**src/rtl/register_scheduler_pkg.sv**
```systemverilog
// Shared widths, FSM state type and helpers for the register write scheduler.
// Optional SCOREBOARD_BYPASS_EN lets a clearing busy bit stop stalling its reader.
package register_scheduler_pkg;

    localparam int REG_ADDR_W       = 5;
    localparam int DATA_W           = 32;
    localparam int NUM_REGS         = 32;
    localparam int STARVE_LIMIT_DEF = 3;

    typedef enum logic {
        IDLE,
        HOLD
    } sched_state_e;

    typedef logic [REG_ADDR_W-1:0] reg_addr_t;
    typedef logic [DATA_W-1:0]     reg_data_t;
    typedef logic [NUM_REGS-1:0]   reg_vec_t;

    // r0 is hardwired, so it never appears in a one-hot register mask
    function automatic reg_vec_t rd_onehot(input reg_addr_t rd, input logic en);
        reg_vec_t v;
        v = '0;
        if (en && rd != '0) begin
            v[rd] = 1'b1;
        end
        return v;
    endfunction

endpackage

```
**src/rtl/register_write_scheduler_if.sv**
```systemverilog
// MDU result channel: valid/ready handshake carrying destination and data.
// The MDU is the master; the write scheduler is the slave.
interface register_write_scheduler_if;
    import register_scheduler_pkg::*;

    logic      mdu_valid;
    reg_addr_t mdu_rd;
    reg_data_t mdu_data;
    logic      mdu_ready;

    modport master (
        output mdu_valid,
        output mdu_rd,
        output mdu_data,
        input  mdu_ready
    );

    modport slave (
        input  mdu_valid,
        input  mdu_rd,
        input  mdu_data,
        output mdu_ready
    );

endinterface

```
**src/rtl/register_scoreboard.sv**
```systemverilog
// Busy bits for long-latency destinations plus RAW/WAW/starvation stall.
// With SCOREBOARD_BYPASS_EN a source being cleared this cycle does not stall.
module register_scoreboard
    import register_scheduler_pkg::*;
(
    input  logic      clock,
    input  logic      reset,
    input  logic      issue_valid,
    input  reg_addr_t issue_rd,
    input  logic      issue_long,
    input  reg_addr_t rs_a,
    input  reg_addr_t rs_b,
    input  logic      clr_en,
    input  reg_addr_t clr_rd,
    input  logic      starve,
    output logic      stall
);

    reg_vec_t busy_q;
    reg_vec_t set_vec;
    reg_vec_t clr_vec;
    reg_vec_t src_vec;
    reg_vec_t busy_nxt;
    logic     raw_hz;
    logic     waw_hz;

    assign clr_vec = rd_onehot(clr_rd, clr_en);
    assign set_vec = rd_onehot(issue_rd,
                               issue_valid & issue_long & ~stall);

`ifdef SCOREBOARD_BYPASS_EN
    assign src_vec = busy_q & ~clr_vec;
`else
    assign src_vec = busy_q;
`endif

    assign raw_hz = src_vec[rs_a] | src_vec[rs_b];
    assign waw_hz = issue_valid & issue_long & busy_q[issue_rd];
    assign stall  = raw_hz | waw_hz | starve;

    // set after clear so a same-edge set of the same register wins
    always_comb begin
        busy_nxt    = (busy_q & ~clr_vec) | set_vec;
        busy_nxt[0] = 1'b0;
    end

    always_ff @(posedge clock or posedge reset) begin
        if (reset) begin
            busy_q <= '0;
        end else begin
            busy_q <= busy_nxt;
        end
    end

endmodule

```
**src/rtl/register_write_scheduler.sv**
```systemverilog
// Arbitrates pipeline writeback and MDU results onto one registered bank port.
// SCOREBOARD_BYPASS_EN (optional) is consumed by register_scoreboard.
module register_write_scheduler
    import register_scheduler_pkg::*;
#(
    parameter int STARVE_LIMIT = STARVE_LIMIT_DEF
) (
    input  logic      clock,
    input  logic      reset,
    input  logic      issue_valid,
    input  reg_addr_t issue_rd,
    input  logic      issue_long,
    input  reg_addr_t rs_a,
    input  reg_addr_t rs_b,
    output logic      stall,
    input  logic      wb_valid,
    input  reg_addr_t wb_rd,
    input  reg_data_t wb_data,
    register_write_scheduler_if.slave mdu,
    output logic      reg_write,
    output reg_addr_t rw,
    output reg_data_t busw
);

    localparam int CNT_W = $clog2(STARVE_LIMIT + 2);
    localparam logic [CNT_W-1:0] CNT_MAX = CNT_W'(STARVE_LIMIT);

    sched_state_e     state_q;
    reg_addr_t        buf_rd_q;
    reg_data_t        buf_data_q;
    logic [CNT_W-1:0] hold_cnt_q;
    logic             reg_write_q;
    reg_addr_t        rw_q;
    reg_data_t        busw_q;

    logic      idle;
    logic      mdu_take;
    logic      sel;
    reg_addr_t sel_rd;
    reg_data_t sel_data;
    logic      clr_en;
    logic      starve;
    logic      we_nxt;

    assign idle          = (state_q == IDLE);
    assign mdu.mdu_ready = idle;
    assign mdu_take      = idle & mdu.mdu_valid;
    assign starve        = (hold_cnt_q >= CNT_MAX);

    assign reg_write = reg_write_q;
    assign rw        = rw_q;
    assign busw      = busw_q;

    // writeback always wins; the MDU only gets a free port slot
    always_comb begin
        sel      = 1'b0;
        sel_rd   = '0;
        sel_data = '0;
        clr_en   = 1'b0;
        unique case (1'b1)
            wb_valid: begin
                sel      = 1'b1;
                sel_rd   = wb_rd;
                sel_data = wb_data;
            end
            (!wb_valid && mdu_take): begin
                sel      = 1'b1;
                sel_rd   = mdu.mdu_rd;
                sel_data = mdu.mdu_data;
                clr_en   = 1'b1;
            end
            (!wb_valid && !idle): begin
                sel      = 1'b1;
                sel_rd   = buf_rd_q;
                sel_data = buf_data_q;
                clr_en   = 1'b1;
            end
            default: begin
                sel = 1'b0;
            end
        endcase
    end

    assign we_nxt = sel & (sel_rd != '0);

    register_scoreboard u_scoreboard (
        .clock       (clock),
        .reset       (reset),
        .issue_valid (issue_valid),
        .issue_rd    (issue_rd),
        .issue_long  (issue_long),
        .rs_a        (rs_a),
        .rs_b        (rs_b),
        .clr_en      (clr_en),
        .clr_rd      (sel_rd),
        .starve      (starve),
        .stall       (stall)
    );

    always_ff @(posedge clock or posedge reset) begin
        if (reset) begin
            state_q     <= IDLE;
            buf_rd_q    <= '0;
            buf_data_q  <= '0;
            hold_cnt_q  <= '0;
            reg_write_q <= 1'b0;
            rw_q        <= '0;
            busw_q      <= '0;
        end else begin
            reg_write_q <= we_nxt;
            rw_q        <= we_nxt ? sel_rd : '0;
            busw_q      <= we_nxt ? sel_data : '0;
            case (state_q)
                IDLE: begin
                    hold_cnt_q <= '0;
                    // an r0 result is dropped instead of being buffered
                    if (mdu.mdu_valid && wb_valid &&
                        mdu.mdu_rd != '0) begin
                        state_q    <= HOLD;
                        buf_rd_q   <= mdu.mdu_rd;
                        buf_data_q <= mdu.mdu_data;
                    end
                end
                HOLD: begin
                    if (!wb_valid) begin
                        state_q    <= IDLE;
                        hold_cnt_q <= '0;
                    end else if (hold_cnt_q < CNT_MAX) begin
                        hold_cnt_q <= hold_cnt_q + 1'b1;
                    end
                end
                default: begin
                    state_q    <= IDLE;
                    hold_cnt_q <= '0;
                end
            endcase
        end
    end

endmodule

```
**src/flat_wrapper.sv**
```systemverilog
// flat-port wrapper written by rule: the top's interface ports become plain ports
module register_write_scheduler_flat import register_scheduler_pkg::*;
#(
    parameter int STARVE_LIMIT = STARVE_LIMIT_DEF
)
  (clock, reset, issue_valid, issue_rd, issue_long, rs_a, rs_b, stall, wb_valid, wb_rd, wb_data, reg_write, rw, busw, mdu_mdu_valid, mdu_mdu_rd, mdu_mdu_data, mdu_mdu_ready);
  register_write_scheduler_if mdu_i ();
  input  logic clock;
  input  logic reset;
  input  logic issue_valid;
  input  reg_addr_t issue_rd;
  input  logic issue_long;
  input  reg_addr_t rs_a;
  input  reg_addr_t rs_b;
  output logic stall;
  input  logic wb_valid;
  input  reg_addr_t wb_rd;
  input  reg_data_t wb_data;
  output logic reg_write;
  output reg_addr_t rw;
  output reg_data_t busw;
  input wire logic [$bits(mdu_i.mdu_valid)-1:0] mdu_mdu_valid;
  input wire logic [$bits(mdu_i.mdu_rd)-1:0] mdu_mdu_rd;
  input wire logic [$bits(mdu_i.mdu_data)-1:0] mdu_mdu_data;
  output wire logic [$bits(mdu_i.mdu_ready)-1:0] mdu_mdu_ready;
  assign mdu_i.mdu_valid = mdu_mdu_valid;
  assign mdu_i.mdu_rd = mdu_mdu_rd;
  assign mdu_i.mdu_data = mdu_mdu_data;
  assign mdu_mdu_ready = mdu_i.mdu_ready;
  register_write_scheduler #(.STARVE_LIMIT(STARVE_LIMIT)) u_core (.clock(clock), .reset(reset), .issue_valid(issue_valid), .issue_rd(issue_rd), .issue_long(issue_long), .rs_a(rs_a), .rs_b(rs_b), .stall(stall), .wb_valid(wb_valid), .wb_rd(wb_rd), .wb_data(wb_data), .mdu(mdu_i), .reg_write(reg_write), .rw(rw), .busw(busw));
endmodule
```
**config.mk**
```make
export PLATFORM = sky130hd
export DESIGN_NAME = register_write_scheduler_flat
export DESIGN_NICKNAME = d
export VERILOG_FILES = /design/src/rtl/register_scheduler_pkg.sv /design/src/rtl/register_write_scheduler_if.sv /design/src/rtl/register_scoreboard.sv /design/src/rtl/register_write_scheduler.sv /design/src/flat_wrapper.sv
export SDC_FILE = /design/constraint.sdc
export NUM_CORES = 1
export LEC_CHECK = 0
export ABC_AREA = 1
export BUFFER_PORTS_ARGS = -buffer_cell sky130_fd_sc_hd__buf_4
export CELL_PAD_IN_SITES_DETAIL_PLACEMENT = 1
export CELL_PAD_IN_SITES_GLOBAL_PLACEMENT = 2
export CORE_ASPECT_RATIO = 0.9
export CORE_MARGIN = 10
export CORE_UTILIZATION = 27
export DETAILED_ROUTE_END_ITERATION = 10
export PLACE_DENSITY = 0.74
export SYNTH_ARGS = -nofsm -noshare
export SYNTH_HDL_FRONTEND = slang
export SYNTH_HIERARCHICAL = 1
export SYNTH_SLANG_ARGS = --single-unit
export TNS_END_PERCENT = 100
```
**constraint.sdc**
```tcl
create_clock -name clock -period 2.2 [get_ports clock]
set_clock_uncertainty 0.15 [all_clocks]
set_input_delay 0.22 -clock clock [delete_from_list [all_inputs] [get_ports clock]]
set_output_delay 0.22 -clock clock [all_outputs]
set_load 0.01 [all_outputs]
```
==> results of run 1 <==
## stage by stage
stage                     setup slack [ps]  hold slack, ps  util, %  power (uW)
after CTS                           -45.22           14.99    38.70        5936
after floorplan                      334.5           173.5        -        3355
final                               -71.65           30.18    39.23        5911
after global routing                -187.3           44.60    39.23        6298
after global placement               108.3           189.0    34.24        4045
after detailed placement             34.55           183.5    34.24        4072
## final cells by class
cell class	instances	area [um2]	share of cell area, %
multi-input combinational	631	2890	32.45
sequential	110	2755	30.93
timing repair buffer	242	2140	24.02
inverter	115	440.4	4.945
tap	297	371.6	4.172
clock buffer	9	225.2	2.528
clock inverter	7	85.08	0.9552
## registers in the layout, indices dropped and copies added, names as in the netlist
register / flops
u_core/state_q: 1
u_core/buf_data_q: 32
u_core/hold_cnt_q: 3
u_core/reg_write: 1
u_core/busw: 32
u_core/buf_rd_q: 5
u_core/u_scoreboard/busy_q: 31
u_core/rw: 5
## per-layer routing
layer | track usage [%] | vias up
li1 | - | 3304
met1 | 22.50 | 3138
met2 | 26.68 | 93
met3 | 3.194 | 12
met4 | 3.724 | 0
met5 | 0 | -
## how the worst max path moves through the flow
| stage | start | slack [ps] | endpoint |
|---|---|---|---|
| floorplan | u_core/state_q | 330 | u_core/u_scoreboard/busy_q[31] |
| finish | u_core/u_scoreboard/busy_q[24] | -70 | stall |
| global placement | wb_valid | 110 | u_core/u_scoreboard/busy_q[11] |
| global route | u_core/u_scoreboard/busy_q[24] | -190 | stall |
| detailed placement | wb_valid | 30 | u_core/u_scoreboard/busy_q[8] |
| CTS | u_core/u_scoreboard/busy_q[24] | -50 | stall |
## timing repair
item,CTS,global route
setup buffers,5,1
cloned,0,2
endpoints found under the setup margin,1,28
hold buffers,65,0
pin swaps,6,17
gates resized for setup,5,28
endpoints found under the hold margin,114,0
## logic make-up after synthesis
kind of cell    share of synthesized area, %
buf+inv                                11.44
simple gates                           31.87
compound gates                         12.52
fa+ha+maj                             0.3979
flops                                  43.77
## worst max-delay path: stages (launching register included)
cell and delay, ps:
sky130_fd_sc_hd__dfrtp_1 440, sky130_fd_sc_hd__o211ai_1 220, sky130_fd_sc_hd__nand3_1 140, sky130_fd_sc_hd__nand2_1 90, sky130_fd_sc_hd__nand2_1 50, sky130_fd_sc_hd__nand3_1 60
sky130_fd_sc_hd__nand2_1 70, sky130_fd_sc_hd__nor2_2 150, sky130_fd_sc_hd__buf_12 130, sky130_fd_sc_hd__nand2_4 50, sky130_fd_sc_hd__buf_6 120
## cells in the final DEF (no fill, tap or decap), drive strengths merged
cell type,count
inv,117
o21ai,111
nand2,254
or2,1
clkinvlp,2
nor2,97
dlygate4sd3,65
nand4,32
a21oi,38
dfrtp,110
nand3,78
clkbuf,10
nor3,14
buf,176
o211ai,4
clkinv,3
ha,2
## power groups by stage
stage | registers (uW) | clock network, uW | logic, uW
after floorplan | 2550 | 0 | 805
after global placement | 2570 | 0 | 1470
after detailed placement | 2580 | 0 | 1490
after CTS | 2540 | 1780 | 1610
after global routing | 2590 | 1850 | 1860
final | 2550 | 1720 | 1640
==> key figures, run 1 <==
Logic synthesis
  – Average instance area after synthesis: slightly below 7 um2
  – Most frequent cells after synthesis: 252 x sky130_fd_sc_hd__nand2_1, 110 x sky130_fd_sc_hd__dfrtp_1, 110 x sky130_fd_sc_hd__inv_1
  – Sequential share of the synthesized area: 43.77%
  – Seq cells post-synth: 110
  – Most numerous cell in the Yosys netlist: sky130_fd_sc_hd__nand2_1
  – Most used DFF post-synth: sky130_fd_sc_hd__dfrtp_1
  – Synthesized area: approximately 6300 um2
  – Top cells by area in the synthesized netlist: sky130_fd_sc_hd__dfrtp_1 44%, sky130_fd_sc_hd__nand2_1 15%, sky130_fd_sc_hd__o21ai_0 8.4%
  – Number of flops mapped to enable cells by yosys: 0
  – Distinct cell type count after synthesis: 24
  – Synthesized netlist net count: 1001
  – Count of mapped cells out of synthesis: ~900
  – Largest area contributor in the netlist: sky130_fd_sc_hd__dfrtp_1
  – Share of Yosys cell area claimed by the top area cell type: a little over two fifths
  – Proportion of synthesized flip-flops having asynchronous set or reset: between 90% and 100%
  – Count of synthesis-stage warnings from yosys: 6

Route
  – Antenna Nets Post-Route: 0
  – Max layer used: met4
  – Average vias per placed instance: 4.640
  – Met3 wire length: ~1000 um
  – Routed vias: 6547
  – Met1 wire length: 11940 um
  – Total met2 wirelength after detailed routing: 11440 um
  – Residual DRC: 0
  – Wire per inst: approximately 17 um
  – Total wirelength of the detailed-routed design: roughly 25000 um
  – DRT Pass-1 Iters: 4
  – Starting DRC count in detailed routing: about 370

Critical path
  – Worst reg2reg startpoint: u_core/u_scoreboard/busy_q[8]
  – Signal arrival time at the worst endpoint: about 1900 ps
  – Category of the worst setup path capture point: output pin
  – Flop2flop setup slack: around 20 ps
  – CP startpoint kind: register
  – Destination of the worst register-to-register timing path: u_core/u_scoreboard/busy_q[31]
  – Required time worst endpoint: roughly 1800 ps
  – Worst-path fanout max: 3
  – Number of cell instances on the worst register-to-register path: 14
  – Worst setup path class: reg2out

Status
  – Status: complete, but fails checks
  – Violated checks: setup timing

STA
  – Final period utilization: 103.3%
  – Achievable Freq: between 400 and 500 MHz
  – Final worst setup slack: -71.65 ps
  – Setup TNS: -71.65 ps
  – Max Transition Viols Final: 0
  – Max-slew headroom: about 62%
  – Setup repair after global routing missed its margin: yes
  – Transition time at the pin with the least slew margin: approximately 570 ps
  – Final Hold Viols: 0
  – Post-layout min period: roughly 2300 ps
  – Final count of negative-setup-slack endpoints: 1

Global routing
  – Vias in the first global route: 6923
  – Overflow left after global routing: 0
  – Maximum number of pins on one net before global-route repair: between 60 and 70
  – Global-route wire length before repair: 39310 um
  – Global-route usage over all layers: between 10% and 20%
  – Number of antenna violations at the first check in global routing: 0

Layout
  – Area added between synthesis and finish: 41.64%
  – Diodes inserted: 0
  – Number of fill cells in the layout: 2832
  – Post-route design area: about 8900 um2
  – Final instance count without filler cells: between 1000 and 1500
  – Nets: about 1200
  – Share of post-route cells with drive strength above 1: between 20% and 30%

Clocking
  – Number of CTS-inserted buffers: 9
  – Max clock buf depth: 2
  – Clock network latency to the later pin of the worst-skew pair: roughly 370 ps
  – Root cell of the clock tree: sky130_fd_sc_hd__clkbuf_16
  – CTS tree: done
  – Sinks on Clock Net: between 100 and 150
  – H-tree lvl count: 3
  – Clock slew at reported path FFs: ~90 ps

Placement
  – Placed cell area: 7774 um2
  – Count of input and output buffers: roughly 130
  – Placed Cells incl. Taps: 1322
  – RD Place Congestion: ~0.87
  – HPWL after detailed placement: around 18000 um

Power
  – Sw power: 2041 uW
  – Clock network fraction of design power: a little under 30%
  – Power share of the combinational group: around 28%
  – Switching Fraction: around a third
  – Cell Int Power: a little under 4000 uW
  – Part of the total power dissipated in sequential elements: between 40 and 50%
  – Power density over the cells: around 660 nW/um2
  – Worst ir drop on vdd: roughly 360 uV
  – Leakage: 0.004558 uW

Hold path
  – Cell depth of the worst hold path: 3
  – Worst hold start: mdu_mdu_rd[0]
  – Hold Path Class: in2reg
  – WHS Endpoint: u_core/buf_rd_q[0]

Flow run
  – Reported max-cap violation count: 0

Die
  – Placeable core region: roughly 23000 um2
  – I/O pin count: ~140
  – Number of placement rows: between 50 and 60
  – Chip Width: between 150 and 200 um
  – Vert. Die Dim: between 150 and 200 um
  – Initial core utilization: about 28%
  – Full die area: around 30000 um2
Note: power is estimated with default switching activity, not from simulation.
==> run 2: changes to the inputs <==
Settings changed: TNS_END_PERCENT 100 to 30.
==> run 2 against run 1 <==
Compared with the run above:
- the flow still finishes with violations (setup timing)
- non-clock buffer count did not move
- register-to-register slack barely moved
- routed wire length barely moved
- combinational power barely moved
- die area did not move
- fmax barely moved
- global-route usage did not move
- sequential power barely moved
- worst setup slack barely moved
- first-iteration DRC count rose by 12%
- critical path type unchanged
==> key figures, run 2 (synthesized netlist as in run 1, its figures left out) <==
Critical path
  – CP startpoint kind: register (unchanged)
  – Worst setup path class: reg2out (unchanged)
  – Category of the worst setup path capture point: output pin (unchanged)
  – Required time worst endpoint: 1830 ps (about the same)
  – Library cell appearing most often on the critical path: sky130_fd_sc_hd__nand2_1 (unchanged)
  – Signal arrival time at the worst endpoint: 1900 ps (about the same)
  – Combined buffer and inverter count along the critical path: 2 (unchanged)
  – Cell family with the largest share of critical-path delay: simple AND/OR/NAND/NOR gates (unchanged)
  – Highest cell delay on the worst timing path: 440 ps (about the same)
  – Worst-path fanout max: 3 (unchanged)
  – Cell-by-cell listing of the critical path: o211ai_1 -> nand3_1 -> nand2_1 -> nand2_1 -> nand3_1 -> nand2_1 -> nor2_2 -> buf_12 -> nand2_4 -> buf_6 (unchanged)
  – Critical path's slowest cell: sky130_fd_sc_hd__dfrtp_1 (unchanged)

Die
  – Chip Width: 180.9 um (unchanged)
  – Number of placement rows: 52 (unchanged)
  – Initial core utilization: 27.69% (unchanged)
  – I/O pin count: 135 (unchanged)
  – Full die area: 29800 um2 (unchanged)
  – Vert. Die Dim: 164.8 um (unchanged)
  – Placeable core region: 22710 um2 (unchanged)

Placement
  – Post-Place Worst Slack: 34.55 ps (unchanged)
  – RD Place Congestion: 0.8669 (unchanged)
  – Count of input and output buffers: 134 (unchanged)
  – HPWL after detailed placement: 18200 um (unchanged)
  – Placed cell area: 7774 um2 (unchanged)

Hold path
  – Hold Path Class: in2reg (unchanged)

Flow run
  – Reported max-cap violation count: 0 (unchanged)

STA
  – Setup TNS: -72.15 ps (was -71.65 ps)
  – Achievable Freq: 440.1 MHz (was 440.2 MHz)
  – Final count of negative-setup-slack endpoints: 1 (unchanged)
  – Transition time at the pin with the least slew margin: 569.6 ps (was 570.5 ps)
  – Final period utilization: 103.3% (about the same)
  – Final worst setup slack: -72.15 ps (was -71.65 ps)
  – Max Transition Viols Final: 0 (unchanged)
  – Final Hold Viols: 0 (unchanged)
  – Post-layout min period: 2272 ps (about the same)
  – Setup repair after global routing missed its margin: yes (unchanged)
  – Max-slew headroom: 61.94% (was 61.88%)
  – Worst-case hold slack: 30.06 ps (was 30.18 ps)

Clocking
  – Clock slew at reported path FFs: 90 ps (about the same)
  – Max clock buf depth: 2 (unchanged)
  – CTS tree: done (unchanged)
  – Sinks on Clock Net: 110 (unchanged)
  – Clock network latency to the later pin of the worst-skew pair: 370 ps (about the same)
  – Number of CTS-inserted buffers: 9 (unchanged)
  – Root cell of the clock tree: sky130_fd_sc_hd__clkbuf_16 (unchanged)
  – H-tree lvl count: 3 (unchanged)

Global routing
  – Maximum number of pins on one net before global-route repair: 64 (unchanged)
  – Overflow left after global routing: 0 (unchanged)
  – Number of antenna violations at the first check in global routing: 0 (unchanged)
  – Global-route usage over all layers: 16.56% (unchanged)
  – Vias in the first global route: 6923 (unchanged)
  – Global-route wire length before repair: 39310 um (unchanged)

Layout
  – Number of fill cells in the layout: 2832 (unchanged)
  – Most frequent standard cell in the layout excluding fill and tap cells: sky130_fd_sc_hd__nand2_1 (unchanged)
  – Nets: 1206 (unchanged)
  – Commonest non-fill, non-tap cells in the layout: 246 x sky130_fd_sc_hd__nand2_1, 161 x sky130_fd_sc_hd__buf_4, 108 x sky130_fd_sc_hd__dfrtp_1 (was 245 x sky130_fd_sc_hd__nand2_1, 161 x sky130_fd_sc_hd__buf_4, 108 x sky130_fd_sc_hd__dfrtp_1)
  – Share of post-route cells with drive strength above 1: 20.29% (was 20.65%)
  – Diodes inserted: 0 (unchanged)
  – Post-route design area: 8895 um2 (was 8907 um2)
  – Area added between synthesis and finish: 41.44% (was 41.64%)

Status
  – Violated checks: setup timing (unchanged)
  – Status: complete, but fails checks (unchanged)

Route
  – Total wirelength of the detailed-routed design: 24610 um (was 24600 um)
  – Residual DRC: 0 (unchanged)
  – DRT Pass-1 Iters: 4 (unchanged)
  – Starting DRC count in detailed routing: 412 (was 368)
  – Wire per inst: 17.44 um (was 17.43 um)
  – Antenna Nets Post-Route: 0 (unchanged)
  – Routed vias: 6569 (was 6547)
  – Average vias per placed instance: 4.656 (was 4.640)

Power
  – Pwr Total: 5910 uW (was 5911 uW)
  – Leakage: 0.004557 uW (was 0.004558 uW)
  – Worst ir drop on vdd: 358.4 uV (was 358.7 uV)
  – Power density over the cells: 664.4 nW/um2 (was 663.6 nW/um2)
-- run 2: metrics by stage --
step	util, %	cells
2_1_floorplan	-	904
3_3_place_gp	34.24	1322
3_5_place_dp	34.24	1322
4_1_cts	38.70	1408
5_1_grt	39.17	1411
6_report	39.17	1411
-- run 2: cell type report --
cell class	count	area (um2)	share of cell area, %
Inverter	115	440.4	4.951
Multi-Input combinational cell	631	2878	32.35
Timing Repair Buffer	242	2140	24.05
Sequential cell	110	2755	30.97
Clock inverter	7	85.08	0.9565
Tap cell	297	371.6	4.178
Clock buffer	9	225.2	2.532
-- run 2: per-layer routing --
| metal | share of wire [%] | global-route usage (%) | wire (um) | up-vias |
|---|---|---|---|---|
| met5 | 0 | 0 | 0 | - |
| met4 | 0.73 | 3.724 | 180 | 0 |
| met3 | 4.0 | 3.194 | 985 | 9 |
| met2 | 46 | 26.68 | 11430 | 95 |
| met1 | 49 | 22.50 | 12010 | 3159 |
| li1 | - | - | - | 3306 |
-- run 2: worst paths after layout --
check / from / endpoint / slack, ps / depth (start not counted)
worst max-delay path: u_core/u_scoreboard/busy_q[24] / stall / -70 / 10
worst min-delay path: mdu_mdu_rd[0] / u_core/buf_rd_q[0] / 30 / 3
worst max register to register: u_core/u_scoreboard/busy_q[24] / u_core/u_scoreboard/busy_q[30] / 10 / 15
worst min register to register: u_core/buf_rd_q[1] / u_core/buf_rd_q[1] / 340 / 2
max in group asynchronous: reset / u_core/buf_data_q[21] / 1000 / 4
min in group asynchronous: reset / u_core/rw[1] / 320 / 3
-- run 2: power by group --
part / switching (uW) / internal [uW] / total [uW]
logic: 924 / 715 / 1640
clock network: 899 / 820 / 1720
registers: 218 / 2330 / 2550
total: 2040 / 3870 / 5910
-- run 2: tightest hold or removal path, delay by kind of cell --
family,cells,cell delay (ps)
AO/OA/AOI/OAI,1,160
buffers and inverters,2,130
-- run 2: repair_timing --
action | CTS | global route
endpoints found under the hold margin | 114 | 0
setup buffers | 5 | 1
endpoints found under the setup margin | 1 | 28
pin swaps | 6 | 15
gates resized for setup | 5 | 24
gates cloned | 0 | 2
hold buffers | 65 | 0
==> run 3: changes to the inputs <==
Settings changed: CELL_PAD_IN_SITES_DETAIL_PLACEMENT 1 to 0.
==> run 3 against run 2 <==
Compared with the run above:
- the flow now finishes without violations
- critical path depth rose by 1
- final cell count fell by 0.21%
- global-route usage fell by 1.2 points
- critical path type unchanged
- critical endpoint unchanged
- largest cell class unchanged
- largest power group unchanged
==> key figures, run 3 (synthesized netlist as in run 1, its figures left out) <==
Status
  – Status: complete, no violations (was complete, but fails checks)

Placement
  – Count of input and output buffers: 134 (unchanged)
  – HPWL after detailed placement: 16990 um (was 18200 um)
  – RD Place Congestion: 0.8669 (unchanged)

Layout
  – Diodes inserted: 0 (unchanged)
  – Number of fill cells in the layout: 2436 (was 2832)
  – Area added between synthesis and finish: 40.45% (was 41.44%)
  – Nets: 1203 (was 1206)
  – Share of post-route cells with drive strength above 1: 21.69% (was 20.29%)
  – Commonest non-fill, non-tap cells in the layout: 245 x sky130_fd_sc_hd__nand2_1, 166 x sky130_fd_sc_hd__buf_4, 104 x sky130_fd_sc_hd__dfrtp_1 (was 246 x sky130_fd_sc_hd__nand2_1, 161 x sky130_fd_sc_hd__buf_4, 108 x sky130_fd_sc_hd__dfrtp_1)
  – Most frequent standard cell in the layout excluding fill and tap cells: sky130_fd_sc_hd__nand2_1 (unchanged)
  – Utilization after layout: 38.90% (was 39.17%)

Critical path
  – Worst setup path class: reg2out (unchanged)
  – Worst-path fanout max: 3 (unchanged)
  – Required time worst endpoint: 1830 ps (about the same)
  – Signal arrival time at the worst endpoint: 1820 ps (was 1900 ps)
  – Cell-by-cell listing of the critical path: nand2_1 -> nand2_1 -> nand2_1 -> nand2_1 -> nand2_1 -> nand2_1 -> nor2_4 -> nand2_2 -> a21oi_4 -> nand2_4 -> buf_6 (was o211ai_1 -> nand3_1 -> nand2_1 -> nand2_1 -> nand3_1 -> nand2_1 -> nor2_2 -> buf_12 -> nand2_4 -> buf_6)
  – Library cell appearing most often on the critical path: sky130_fd_sc_hd__nand2_1 (unchanged)
  – Worst reg2reg startpoint: u_core/u_scoreboard/busy_q[7] (was u_core/u_scoreboard/busy_q[24])
  – Number of cell instances on the worst register-to-register path: 13 (was 15)
  – Critical path startpoint: u_core/u_scoreboard/busy_q[7] (was u_core/u_scoreboard/busy_q[24])
  – Highest cell delay on the worst timing path: 460 ps (was 440 ps)
  – CP startpoint kind: register (unchanged)
  – Category of the worst setup path capture point: output pin (unchanged)
  – Flop2flop setup slack: 130 ps (was 10 ps)
  – Critical path's slowest cell: sky130_fd_sc_hd__dfrtp_2 (was sky130_fd_sc_hd__dfrtp_1)

Power
  – Leakage: 0.004508 uW (was 0.004557 uW)
  – Worst ir drop on vdd: 378.6 uV (was 358.4 uV)
  – Power density over the cells: 651.4 nW/um2 (was 664.4 nW/um2)

Die
  – Full die area: 29800 um2 (unchanged)
  – Placeable core region: 22710 um2 (unchanged)
  – Vert. Die Dim: 164.8 um (unchanged)
  – I/O pin count: 135 (unchanged)
  – Chip Width: 180.9 um (unchanged)
  – Initial core utilization: 27.69% (unchanged)
  – Number of placement rows: 52 (unchanged)

Hold path
  – Worst hold start: mdu_mdu_data[9] (was mdu_mdu_rd[0])
  – Cell depth of the worst hold path: 3 (unchanged)
  – Hold Path Class: in2reg (unchanged)

Route
  – Wire per inst: 16.13 um (was 17.44 um)
  – Routed vias: 6474 (was 6569)
  – Antenna Nets Post-Route: 0 (unchanged)
  – Residual DRC: 0 (unchanged)
  – Total wirelength of the detailed-routed design: 22720 um (was 24610 um)
  – Starting DRC count in detailed routing: 451 (was 412)
  – Average vias per placed instance: 4.598 (was 4.656)
  – DRT Pass-1 Iters: 5 (was 4)

Global routing
  – GR Util met3: 3.741% (was 3.194%)
  – Global-route usage over all layers: 15.32% (was 16.56%)
  – Met2 Use GR: 24.37% (was 26.68%)
  – Overflow left after global routing: 0 (unchanged)
  – Met1 track demand over resource in global routing: 20.79% (was 22.50%)
  – Global routing's busiest layer: met2 (unchanged)
  – Vias in the first global route: 6556 (was 6923)
  – Maximum number of pins on one net before global-route repair: 64 (unchanged)
  – Number of antenna violations at the first check in global routing: 0 (unchanged)
  – Global-route wire length before repair: 36630 um (was 39310 um)

Clocking
  – Clock slew at reported path FFs: 80 ps (was 90 ps)
  – Number of CTS-inserted buffers: 9 (unchanged)
  – Sinks on Clock Net: 110 (unchanged)
  – H-tree lvl count: 3 (unchanged)
  – Clock network latency to the later pin of the worst-skew pair: 350 ps (was 370 ps)
  – Max clock buf depth: 2 (unchanged)
  – CTS tree: done (unchanged)
  – Root cell of the clock tree: sky130_fd_sc_hd__clkbuf_16 (unchanged)

STA
  – Setup repair after global routing missed its margin: yes (unchanged)
  – Worst-case hold slack: 9.704 ps (was 30.06 ps)
  – Transition time at the pin with the least slew margin: 562.9 ps (was 569.6 ps)
  – Max Transition Viols Final: 0 (unchanged)
  – Final Hold Viols: 0 (unchanged)
  – Achievable Freq: 457.3 MHz (was 440.1 MHz)
  – Final period utilization: 99.39% (was 103.3%)
  – Max-slew headroom: 62.40% (was 61.94%)
  – Setup TNS: 0 ps (was -72.15 ps)
  – Post-layout min period: 2187 ps (was 2272 ps)
  – Final count of negative-setup-slack endpoints: 0 (was 1)

Flow run
  – Reported max-cap violation count: 0 (unchanged)
## run 3: layout make-up
| type | instances | area [um2] | area share, % |
|---|---|---|---|
| Clock buffer | 11 | 242.7 | 2.748 |
| Clock inverter | 5 | 41.29 | 0.4675 |
| Inverter | 115 | 440.4 | 4.987 |
| Multi-Input combinational cell | 631 | 2908 | 32.92 |
| Sequential cell | 110 | 2760 | 31.25 |
| Tap cell | 297 | 371.6 | 4.207 |
| Timing Repair Buffer | 239 | 2068 | 23.42 |
## run 3: report_power, final
part | total, uW | switching, uW | internal (uW)
logic | 1600 | 897 | 706
registers | 2550 | 214 | 2340
clock network | 1600 | 789 | 812
total | 5750 | 1900 | 3850
## run 3: worst max-delay path, delay by kind of cell, from the launching register on
kind            cells  cell delay (ps)
simple gates        9              700
flops               1              460
compound gates      1              190
buf+inv             1              110
## run 3: path summary, 6_finish.rpt
check	end
max in group asynchronous	u_core/buf_data_q[20]
min in group asynchronous	u_core/rw[1]
max	stall
max reg2reg	u_core/u_scoreboard/busy_q[10]
min	u_core/buf_data_q[9]
min reg2reg	u_core/buf_data_q[1]
## run 3: layer usage
metal	wire length (um)	share of wire, %
met3	994	4.4
met4	267	1.2
met5	0	0
met2	10230	45
met1	11230	49
## run 3: what timing repair did
action,in CTS,in global routing
buffers inserted,3,4
hold buffers,63,0
gates resized for setup,6,36
pin swaps,5,6
setup endpoints to repair,1,27
hold endpoints to repair,112,0
## run 3: stage by stage
step / cell area [um2] / worst slack, ps / cells / power (uW)
floorplan: 6292 / 334.5 / 904 / 3355
global placement: 7774 / 108.3 / 1322 / 4045
detailed placement: 7774 / 81.51 / 1322 / 4044
CTS: 8723 / -9.847 / 1404 / 5794
global route: 8832 / -109.2 / 1408 / 6152
finish: 8832 / 13.35 / 1408 / 5754
